==> config.mk <==
export PLATFORM = sky130hd
export DESIGN_NAME = wb_port_arbiter
export DESIGN_NICKNAME = d
export VERILOG_FILES = /design/src/rtl/wb_port_arbiter.sv
export SDC_FILE = /design/constraint.sdc
export NUM_CORES = 1
export LEC_CHECK = 0
export BUFFER_PORTS_ARGS = -buffer_cell sky130_fd_sc_hd__buf_2
export CAP_MARGIN = 10
export CORE_UTILIZATION = 44
export CTS_CLUSTER_SIZE = 12
export DETAILED_ROUTE_END_ITERATION = 10
export PLACE_DENSITY_LB_ADDON = 0.05
export SYNTH_ARGS = -nofsm -noshare
export SYNTH_HDL_FRONTEND = slang
export SYNTH_SLANG_ARGS = --single-unit
==> constraint.sdc <==
create_clock -name clk -period 2.8 [get_ports clk]
set_input_delay 0.28 -clock clk [delete_from_list [all_inputs] [get_ports clk]]
set_output_delay 0.28 -clock clk [all_outputs]
set_load 0.1 [all_outputs]
==> src/rtl/wb_port_arbiter.sv <==
`default_nettype none
// wb_port_arbiter: 4-requester register-file write-port arbiter with lock and 1-cycle registered write.
// Macro WB_PORT_ARBITER_RR_EN: defined -> round-robin; undefined -> fixed priority (requester 0 highest).
module wb_port_arbiter (
    input  logic        clk,
    input  logic        rst_n,
    input  logic [3:0]  req,
    input  logic [3:0]  lock,
    input  logic [11:0] wreg,
    input  logic [63:0] wdata,
    output logic [3:0]  gnt,
    output logic [7:0]  wr_en,
    output logic [15:0] wr_data,
    output logic [1:0]  wr_src,
    output logic        busy
);

    typedef enum logic [0:0] {
        S_IDLE = 1'b0,
        S_LOCK = 1'b1
    } state_t;

    state_t     r_state;
    state_t     w_state_nxt;
    logic [1:0] r_ptr;
    logic [1:0] r_owner;
    logic [1:0] w_owner_nxt;
    logic [1:0] w_idx;
    logic [1:0] w_cand;
    logic       w_vld;
    logic [2:0] w_reg_sel;

    always_comb begin
        w_state_nxt = r_state;
        w_owner_nxt = r_owner;
        w_idx       = 2'd0;
        w_vld       = 1'b0;
        w_cand      = 2'd0;
        if (r_state == S_IDLE) begin
            // Walk the search order backwards so the candidate closest to ptr wins.
            for (int k = 3; k >= 0; k--) begin
                w_cand = r_ptr + 2'(k);
                if (req[w_cand]) begin
                    w_idx = w_cand;
                    w_vld = 1'b1;
                end
            end
            if (w_vld && lock[w_idx]) begin
                w_state_nxt = S_LOCK;
                w_owner_nxt = w_idx;
            end
        end else begin
            if (req[r_owner]) begin
                w_idx = r_owner;
                w_vld = 1'b1;
                if (!lock[r_owner]) begin
                    w_state_nxt = S_IDLE;
                end
            end else begin
                w_state_nxt = S_IDLE;
            end
        end
    end

    assign gnt       = w_vld ? (4'b0001 << w_idx) : 4'b0000;
    assign busy      = (r_state == S_LOCK);
    assign w_reg_sel = wreg[3*w_idx +: 3];

    always_ff @(posedge clk or negedge rst_n) begin
        if (!rst_n) begin
            r_state <= S_IDLE;
            r_owner <= 2'd0;
            r_ptr   <= 2'd0;
            wr_en   <= 8'h00;
            wr_data <= 16'h0000;
            wr_src  <= 2'd0;
        end else begin
            r_state <= w_state_nxt;
            r_owner <= w_owner_nxt;
`ifdef WB_PORT_ARBITER_RR_EN
            if (w_vld) begin
                r_ptr <= w_idx + 2'd1;
            end
`else
            r_ptr <= 2'd0;
`endif
            if (w_vld) begin
                wr_en   <= 8'h01 << w_reg_sel;
                wr_data <= wdata[16*w_idx +: 16];
                wr_src  <= w_idx;
            end else begin
                wr_en   <= 8'h00;
            end
        end
    end

endmodule
`default_nettype wire
## Yosys cells after proc, flatten, opt, wreduce, memory -nomap -nowiden

Cells that the tools add are included.

- $add $sub $neg: 0
- Multiply operators: 1
- Divide/modulo/power cells: 0
- $lt $le $gt $ge: 2
- Equality and inequality tests: 0
- Shift operators: 4
- Mux-type cells: 26
- Bitwise gates (word level): 1
- Reduce and logical (&&, ||, !) cells: 2

Operators with widths:

| cell | number |
|---|---|
| $shiftx A64 B7 Y16 | 1 |
| $mux W1 | 14 |
| $mux W2 | 7 |
| $shiftx A12 B5 Y3 | 1 |
| $mux W8 | 1 |
| $shl A1 B3 Y8 const A | 1 |
| $bmux W1 S2 | 3 |
| $lt A2 B3 Y1 const B | 2 |
| $mul A2 B2 Y4 const A | 1 |
| $mux W4 | 1 |
| $shl A1 B2 Y4 const A | 1 |
| $reduce_and A2 Y1 | 1 |
| $logic_and A1 B1 Y1 | 1 |
| $not A1 Y1 | 1 |

- Bits in registers: 29
- Latch bits: 0
- Memory bits (writable): 0
- ROM bits: 0
- Input port bits: 86
- Output and inout port bits: 31
- Word-level logic and storage cells: 41
- Memories kept: 0

## Depth between registers and ports, before layout

Gate-level depths: netlist of the first run.

- Depth after elaboration: 10
- Gate-level depth with buffers: 9
- Mapped depth without buffers: 5

## Least setup slack after synthesis of the first run

OpenSTA, ideal clock, no wires.

- Path type: register to output
- Start point: register r_state, in the netlist busy
- End point: output gnt[2]
- Arrival time: 3914 ps
- Data required time: 2520 ps
- Setup slack: -1394 ps
- Cell stages (with the launch flop): 7
- Buffers on the path: 2
- Cells stage by stage: dfrtp_1 -> buf_2 -> and2_1 -> and2_1 -> nor2_1 -> clkbuf_1 -> nor3_1

- Word-level cells in the longest chain between the ends: 3
- Elaborated cells on any way between the ends: 4
- Classes of those cells: shift: 1; mux: 3

Ends and longest elaborated chain:

| what | line | RTL |
|---|---|---|
| from (decl) | 23 | `state_t r_state;` |
| from (signal assigned) | 78 | `r_state <= w_state_nxt;` |
| $mux W2 | 39 | `if (r_state == S_IDLE) begin` |
| $shl A1 B2 Y4 | 65 | `assign gnt = w_vld ? (4'b0001 << w_idx) : 4'b0000;` |
| $mux W4 (*) | 65 |  |
| to (decl) | 11 | `output logic [3:0] gnt,` |

Every way passes the cells marked *; elsewhere a longest branch is shown, timed or not.

## Worst setup path after layout of the first run

- Start point: register r_owner[0]
- End point: output gnt[1]

- Word-level cells in the longest chain between the ends: 6
- Elaborated cells on any way between the ends: 8
- Classes of those cells: shift: 1; mux: 7

Ends and longest elaborated chain:

| what | line | RTL |
|---|---|---|
| from (decl) | 26 | `logic [1:0] r_owner;` |
| from (signal assigned) | 79 | `r_owner <= w_owner_nxt;` |
| $bmux W1 S2 | 53 | `if (req[r_owner]) begin` |
| $mux W1 (not written as such) | 53 |  |
| $mux W2 | 53 |  |
| $mux W2 | 39 |  |
| $shl A1 B2 Y4 | 65 |  |
| $mux W4 (*) | 65 |  |

Every way passes the cells marked *; elsewhere a longest branch is shown, timed or not. The select of a mux whose other input is x is not followed.

==> results.cfg, run 1 <==
[run_status]
outcome = complete, no violations

[global_route]
antenna_found_initial = 0
grt_use_total = 0.242
grt_pass1_vias = 1834
gr-total-overflow = 0
grt_pass1_wl_um = 8300
grt_max_degree = 30

[layout]
drive_gt1_frac = 0.502
diodes = 0
area_growth_pct = 36.8
nNetsFinal = 402
post-route-cell-area_um2 = 2680

[detailed_routing]
first_iter_violations = 146
ant_nets = 0
wire_per_inst_um = 15.4
wl_met2_um = 2770
maxUsedRoutingLayer = met4
vias_per_cell = 5.63
met1_length_um = 2480
drt_pass1_iterations = 4
finalWirelength_um = 5640
met3_length_um = 349
drt_drc_violations_left = 0
vias = 2068

[placement]
place_congestion = 0.873
dpl-instance-area_um2 = 2580
dp.final_hpwl_um = 4320
port_buffers = 116

[setup_path]
endpoint_kind = output port
critPathMaxFanout = 14
rrSetupSlack_ps = 430
worstSetupStartpointType = register
path_class = reg2out
cp.arrival_ps = 2280
cp.required_ps = 2520

[sta]
post-route-period-util = 0.915
slew_violations = 0
max_freq_mhz = 390
tns_ps = 0
hold_violations = 0
skew_ps = 3.04
rsz0062_at_grt = no
worst_pin_slew_ps = 741
slew_headroom = 0.506
min_period_ps = 2560
setup_violations = 0
hold_ws_ps = 24.7

[synth]
synthAdderAreaFrac = 0
synth_top_family_by_area = compound AO/OA/AOI/OAI gates
synthXorXnorAreaFrac = 0
synth_edf_count = 0
yosys_warnings = 0
syn-num-nets = 284
syn_inst = 198
ys_seq_area_frac = 0.370
async_flop_share = 1.00
ys_seq_elements = 29
synth_cell_type_count = 41
synth_compound_area_frac = 0.271
synthSimpleGateAreaFrac = 0.149
netlist_area_um2 = 1960
synthFlopType = dfrtp_1
syn_area_per_cell_um2 = 9.90
post_synth_mux_area_share = 0.134

[floorplan]
die_y_um = 68.8
die_area_um2 = 4730
rows = 23
die_w_um = 68.8
io_pins = 117
core_um2 = 4140
start_util = 0.473

[clocking]
cts.clk_slew.worst_paths_ps = 60
htree_num_levels = 2
cts_resized = 0
numCtsBuffers = 5
holdBufCountCts = 0
clock_path_buffers = 2
cts_setup_buffers = 0
cts_sinks = 29
cts_tree = done
clock_latency_ps = 270
cts-root-buf = clkbuf_8

[power]
p_leak_nw = 1.43
power.internal_w = 0.00149
p_clk_frac = 0.098
powerDensity_nw_per_um2 = 1440
power.switching_w = 0.00237
ir_drop_uv = 756
power_frac_comb = 0.712
seq_power_share = 0.190
switching_share = 0.613

[hold_path]
min_path_type = in2async

[run]
maxCapViolCount = 0
-- power by group through the flow --
stage	Combinational, W	Clock, W	Sequential, W
final	0.00275	0.000378	0.000735
after global routing	0.00288	0.000409	0.000761
after CTS	0.00276	0.000389	0.000735
after detailed placement	0.00275	0	0.000740
after global placement	0.00274	0	0.000739
after floorplan	0.00115	0	0.00194
-- cell type report --
type                    count  area [um^2]
clock buffers               7         96.3
clock inverters             1         5.00
fillers                   386         1460
inverters                   3         11.3
multi-input cells         150         1120
repair buffers            127          663
well taps                  50         62.6
flip-flops and latches     29          727
-- worst paths after layout --
check / from / end / cells past startpoint
max: r_owner[0] / gnt[1] / 4
min: rst_n / r_owner[0] / 1
max reg2reg: r_owner[0] / wr_en[5] / 6
min reg2reg: wr_src[0] / wr_src[0] / 2
max in group asynchronous: rst_n / busy / 1
min in group clk: wdata[8] / wr_data[8] / 3
-- routing by layer --
metal,GRT usage,vias to the layer above
li1,-,1005
met1,0.306,976
met3,0.0477,5
met5,0,-
met2,0.415,82
met4,0.0714,0
-- registers in the layout (all words and copies together) (netlist names) --
signal / flops
wr_data: 16
busy: 1
wr_src: 2
r_owner: 2
wr_en: 8
-- worst max-delay path: stages, from the launching register on --
cell and delay, ps:
dfrtp_1 510, mux2_2 400, a32o_1 430, a21oi_4 220, buf_2 450
-- cells in the mapped netlist (all sizes together), types with 6 or more instances --
| library cell | number | area share |
|---|---|---|
| a21o | 7 | 0.027 |
| mux2 | 6 | 0.034 |
| mux2i | 15 | 0.077 |
| and3 | 9 | 0.029 |
| nand3 | 11 | 0.031 |
| o32a | 7 | 0.040 |
| o221ai | 9 | 0.040 |
| buf | 13 | 0.064 |
| a21oi | 9 | 0.025 |
| o21ai | 12 | 0.031 |
| dfrtp | 29 | 0.37 |
| nand2 | 16 | 0.031 |
| a22oi | 10 | 0.038 |
| a211oi | 8 | 0.031 |
| nor2 | 8 | 0.017 |
-- cell families after synthesis --
family                 after synthesis
buffers and inverters               19
AND/OR/NAND/NOR                     56
flip-flops                          29
AO/OA/AOI/OAI                       71
multiplexers                        23
-- metrics by stage --
stage / setup WS [ps] / utilization / std cells / power, W
floorplan: 147 / - / 198 / 0.00309
global placement: 395 / 0.623 / 359 / 0.00348
detailed placement: 302 / 0.623 / 359 / 0.00349
CTS: 243 / 0.647 / 367 / 0.00388
global route: 129 / 0.647 / 367 / 0.00405
finish: 239 / 0.647 / 367 / 0.00386
-- placed cells by master (no fill, tap or decap), types with 5 or more instances in the layout --
cell type / n
o32a_2: 7
mux2_2: 5
buf_2: 116
nand2_1: 16
buf_4: 11
mux2i_1: 15
a211oi_1: 8
o221ai_1: 9
clkbuf_8: 7
nand3_1: 10
and3_1: 9
dfrtp_1: 28
o21ai_0: 11
nor2_1: 7
a21oi_1: 8
a21o_1: 7
a22oi_1: 10
(Power assumes the default switching activity.)
==> run 2, diff against run 1 <==
--- a/config.mk
+++ b/config.mk
@@ -7,7 +7,7 @@
 export LEC_CHECK = 0
 export BUFFER_PORTS_ARGS = -buffer_cell sky130_fd_sc_hd__buf_2
 export CAP_MARGIN = 10
-export CORE_UTILIZATION = 44
+export CORE_UTILIZATION = 39
 export CTS_CLUSTER_SIZE = 12
 export DETAILED_ROUTE_END_ITERATION = 10
 export PLACE_DENSITY_LB_ADDON = 0.05
==> constraint.sdc (replaced) <==
create_clock -name clk -period 2.3 [get_ports clk]
set_input_delay 0.23 -clock clk [delete_from_list [all_inputs] [get_ports clk]]
set_output_delay 0.23 -clock clk [all_outputs]
set_load 0.1 [all_outputs]
==> run 2 against run 1 <==
Combinational power up 28%. Utilization down 5.0 points. Die area up 12%.
==> results.cfg, run 2 (synthesis results as in run 1) <==
[layout]
final_common_cell = buf_2
fillerInstances = 455
largest-register = wr_data
multiInputGateArea_um2 = 1120
seqCellArea_um2 = 729
nNetsFinal = 409
area_growth_pct = 45.8
layout_common_cells = buf_2, dfrtp_1, nand2_1, buf_4, mux2i_1
diodes = 0
top_regs = wr_data: 16 flops, wr_en: 8 flops
fin_cells = 391
drive_gt1_frac = 0.519
largest_reg_flops = 16

[sta]
max_freq_mhz = 451
setup_violations = 0
worst_pin_slew_ps = 668
min_period_ps = 2220
tns_ps = 0
post-route-period-util = 0.964
skew_ps = 8.95
slew_violations = 0
hold_violations = 0
rsz0062_at_grt = no
slew_headroom = 0.553

[placement]
place_congestion = 0.821
dp_cells = 379
dp.final_hpwl_um = 4330
port_buffers = 116

[clocking]
cts_tree = done
cts.clk_slew.worst_paths_ps = 70
cts-root-buf = clkbuf_8
htree_num_levels = 2
clock_path_buffers = 2
clock_latency_ps = 280
cts_sinks = 29
numCtsBuffers = 5

[global_route]
antenna_found_initial = 0
grt_pass1_wl_um = 8940
grt_use_total = 0.221
grt_max_degree = 30
gr-total-overflow = 0
grt_pass1_vias = 1922

[power]
power.switching_w = 0.00292
switching_share = 0.580
p_leak_nw = 1.50
powerDensity_nw_per_um2 = 1760
p_clk_frac = 0.126
power.internal_w = 0.00211
ir_drop_uv = 765
seq_power_share = 0.175
power_frac_comb = 0.699

[floorplan]
die_w_um = 72.9
die_y_um = 72.9
rows = 25
io_pins = 117
start_util = 0.410
core_um2 = 4790
die_area_um2 = 5320

[setup_path]
critPathMaxFanout = 7
slowest_stage = dfrtp_1
cp.arrival_ps = 1990
cp_cell_sequence = buf_4 > mux2_2 > a222oi_1 > buf_4 > nor3_4 > buf_4
critPathTopFamily = buffers and inverters
crit_top_cell = buf_4
worstSetupStartpointType = register
crit_buf_inv = 3
cpPeakStageDelay_ps = 360
path_class = reg2out
endpoint_kind = output port
cp.required_ps = 2070

[hold_path]
min_path_type = in2reg

[detailed_routing]
drt_pass1_iterations = 5
vias_per_cell = 5.26
drt_drc_violations_left = 0
first_iter_violations = 123
ant_nets = 0
wire_per_inst_um = 14.4
finalWirelength_um = 5640
vias = 2057

[run_status]
outcome = complete, no violations

[run]
maxCapViolCount = 0
==> run 2: changes by cell type in the layout (fill, tap and decap cells not counted), moves of 2 or more <==
| cell | change |
|---|---|
| bufinv_16 | +2 |
| buf_2 | -3 |
| buf_12 | +4 |
| buf_4 | +5 |
| clkbuf_8 | -2 |
==> run 2: metal layers <==
layer	track usage	wire length (um)
met5	0	0
met2	0.372	2770
met3	0.0470	319
met4	0.0806	31
met1	0.280	2510
==> run 2: tightest hold or removal path: stages <==
cell      delay, ps
buf_2            70
a22oi_1          50
o221ai_1        140
==> run 2: final cells by class <==
cell class,instances,area share
Clock buffer,5,0.0241
Inverter,3,0.00394
Multi-Input combinational cell,150,0.393
Sequential cell,29,0.255
Tap cell,67,0.0293
Timing Repair Buffer,134,0.271
Clock inverter,3,0.0228
==> run 2: power by group through the flow <==
stage	sequential, W	combinational [W]	clock, W
after floorplan	0.00237	0.00143	0
after global placement	0.000890	0.00348	0
after detailed placement	0.000891	0.00349	0
after CTS	0.000884	0.00352	0.000641
after global routing	0.000909	0.00370	0.000665
final	0.000883	0.00352	0.000634
==> run 2: timing repair <==
action | in CTS | in global routing
gates cloned | 0 | 0
setup buffers | 1 | 2
gates resized for setup | 1 | 0
endpoints found under the setup margin | 1 | 1
hold buffers | 1 | 0
endpoints found under the hold margin | 11 | 0
==> run 2: final timing paths <==
check | start | to | slack (ps) | cells after the start
min reg2reg | wr_data[14] | wr_data[14] | 480 | 2
max | r_owner[0] | gnt[0] | 80 | 6
max reg2reg | r_owner[0] | wr_en[0] | 160 | 7
max in group asynchronous | rst_n | busy | 1280 | 2
min in group asynchronous | rst_n | r_owner[0] | 520 | 2
min | wdata[12] | wr_data[12] | 260 | 3
==> run 2: stage by stage <==
stage	cell area (um^2)	hold slack, ps	setup slack (ps)	total power [W]	utilization
after floorplan	2010	-65.6	-133	0.00380	-
after global placement	2690	305	162	0.00437	0.562
after detailed placement	2690	309	77.5	0.00438	0.562
after CTS	2840	253	3.15	0.00504	0.594
after global routing	2860	263	26.0	0.00527	0.597
final	2860	259	82.2	0.00503	0.597
==> run 3, diff against run 2 <==
--- a/config.mk
+++ b/config.mk
@@ -7,7 +7,10 @@
 export LEC_CHECK = 0
 export BUFFER_PORTS_ARGS = -buffer_cell sky130_fd_sc_hd__buf_2
 export CAP_MARGIN = 10
+export CORE_ASPECT_RATIO = 1.5
+export CORE_MARGIN = 2
 export CORE_UTILIZATION = 39
+export CTS_BUF_LIST = sky130_fd_sc_hd__clkbuf_16
 export CTS_CLUSTER_SIZE = 12
 export DETAILED_ROUTE_END_ITERATION = 10
 export PLACE_DENSITY_LB_ADDON = 0.05
==> run 3 against run 2 <==
Sequential power rose by 0.6%. Critical endpoint unchanged. Sequential share of layout area is 0.36 points higher. Largest cell class unchanged. Worst setup slack got worse by 0.71 ps. Maximum frequency about the same. Routed wire length increased by 4.3%. Flip-flop and latch count is the same.
==> results.cfg, run 3 (synthesis results as in run 1) <==
[run_status]
outcome = complete, no violations

[clocking]
clock_latency_ps = 270
cts_sinks = 29
cts-root-buf = clkbuf_16
holdBufCountCts = 0
cts.clk_slew.worst_paths_ps = 50
cts_resized = 0
numCtsBuffers = 5
cts_setup_buffers = 0
htree_num_levels = 2
clock_path_buffers = 2
cts_tree = done

[detailed_routing]
ant_nets = 0
drt_drc_violations_left = 0
first_iter_violations = 67
wire_per_inst_um = 15.2
finalWirelength_um = 5880
vias_per_cell = 5.27
drt_pass1_iterations = 4
vias = 2035

[placement]
port_buffers = 116
dp.final_hpwl_um = 4730
place_congestion = 0.842
dpl-instance-area_um2 = 2690

[setup_path]
critPathTopFamily = buffers and inverters
crit_buf_inv = 2
endpoint_kind = output port
cp_cell_sequence = mux2_2 > a222oi_1 > buf_4 > nor3_4 > buf_2
worstSetupStartpointType = register
cp.arrival_ps = 1990
critPathMaxFanout = 11
cpPeakStageDelay_ps = 420
cp.required_ps = 2070
path_class = reg2out
slowest_stage = dfrtp_1

[sta]
max_freq_mhz = 451
hold_violations = 0
slew_headroom = 0.549
slew_violations = 0
setup_violations = 0
min_period_ps = 2220
rsz0062_at_grt = no
worst_pin_slew_ps = 676
post-route-period-util = 0.965
skew_ps = 5.88

[layout]
nNetsFinal = 406
largest_reg_flops = 16
largest-register = wr_data
diodes = 0
top_regs = wr_data: 16 flops, wr_en: 8 flops
final_common_cell = buf_2
drive_gt1_frac = 0.509
area_growth_pct = 43.7
utilization = 0.581
layout_common_cells = buf_2, dfrtp_1, nand2_1
post-route-cell-area_um2 = 2820

[global_route]
grt_pass1_vias = 1979
grt_max_degree = 30
gr-total-overflow = 0
grt_use_total = 0.215
grt_use_met3 = 0.0372
met2_usage = 0.379
antenna_found_initial = 0
grt_util_met1 = 0.255
busiest_layer = met2
grt_pass1_wl_um = 9150

[floorplan]
core_um2 = 4850
die_w_um = 61.9
io_pins = 117
die_area_um2 = 5620
rows = 31
die_y_um = 90.8
start_util = 0.404

[power]
ir_drop_uv = 792
powerDensity_nw_per_um2 = 1750
p_leak_nw = 1.48

[run]
maxCapViolCount = 0

[hold_path]
min_path_type = in2async
-- run 3: area by class of cell --
| cell class | instances | area, um^2 |
|---|---|---|
| Clock buffer | 5 | 125 |
| Clock inverter | 2 | 7.51 |
| Fill cell | 450 | 2030 |
| Inverter | 3 | 11.3 |
| Multi-Input combinational cell | 150 | 1120 |
| Sequential cell | 29 | 729 |
| Tap cell | 66 | 82.6 |
| Timing Repair Buffer | 131 | 738 |
-- run 3: stage by stage --
| step | cells | total power (W) | worst slack (ps) | hold slack, ps | setup TNS, ps |
|---|---|---|---|---|---|
| 6_report | 386 | 0.00493 | 81.5 | 5.95 | 0 |
| 5_1_grt | 386 | 0.00519 | 3.98 | 54.2 | 0 |
| 4_1_cts | 386 | 0.00496 | 81.6 | 26.0 | 0 |
| 3_5_place_dp | 379 | 0.00437 | 170 | 305 | 0 |
| 3_3_place_gp | 379 | 0.00435 | 187 | 304 | 0 |
| 2_1_floorplan | 198 | 0.00380 | -133 | -65.6 | -1360 |
-- run 3: path summary, 6_finish.rpt --
kind	slack [ps]	end	cells past startpoint	startpoint
worst max-delay path	80	gnt[0]	5	r_owner[0]
worst min-delay path	6	wr_en[1]	1	rst_n
worst max register to register	240	wr_en[3]	6	r_owner[0]
worst min register to register	480	wr_data[14]	2	wr_data[14]
max in group asynchronous	1790	busy	1	rst_n
min in group clk	270	wr_data[2]	3	wdata[2]
-- run 3: worst register-to-register path, delay by kind of cell, from the launching register on --
kind	cells	cell delay [ps]
compound gates	2	520
buf+inv	1	200
mux	3	820
flops	1	420
-- run 3: power breakdown --
group	total, W	switching [W]	internal, W
Clock	0.000588	0.000203	0.000385
Combinational	0.00345	0.00257	0.000880
Sequential	0.000888	0.000138	0.000750
-- run 3: per-layer routing --
layer	routed length [um]	vias to the layer above
met4	55	0
met3	386	5
met2	3100	85
li1	-	1008
met5	0	-
met1	2330	937
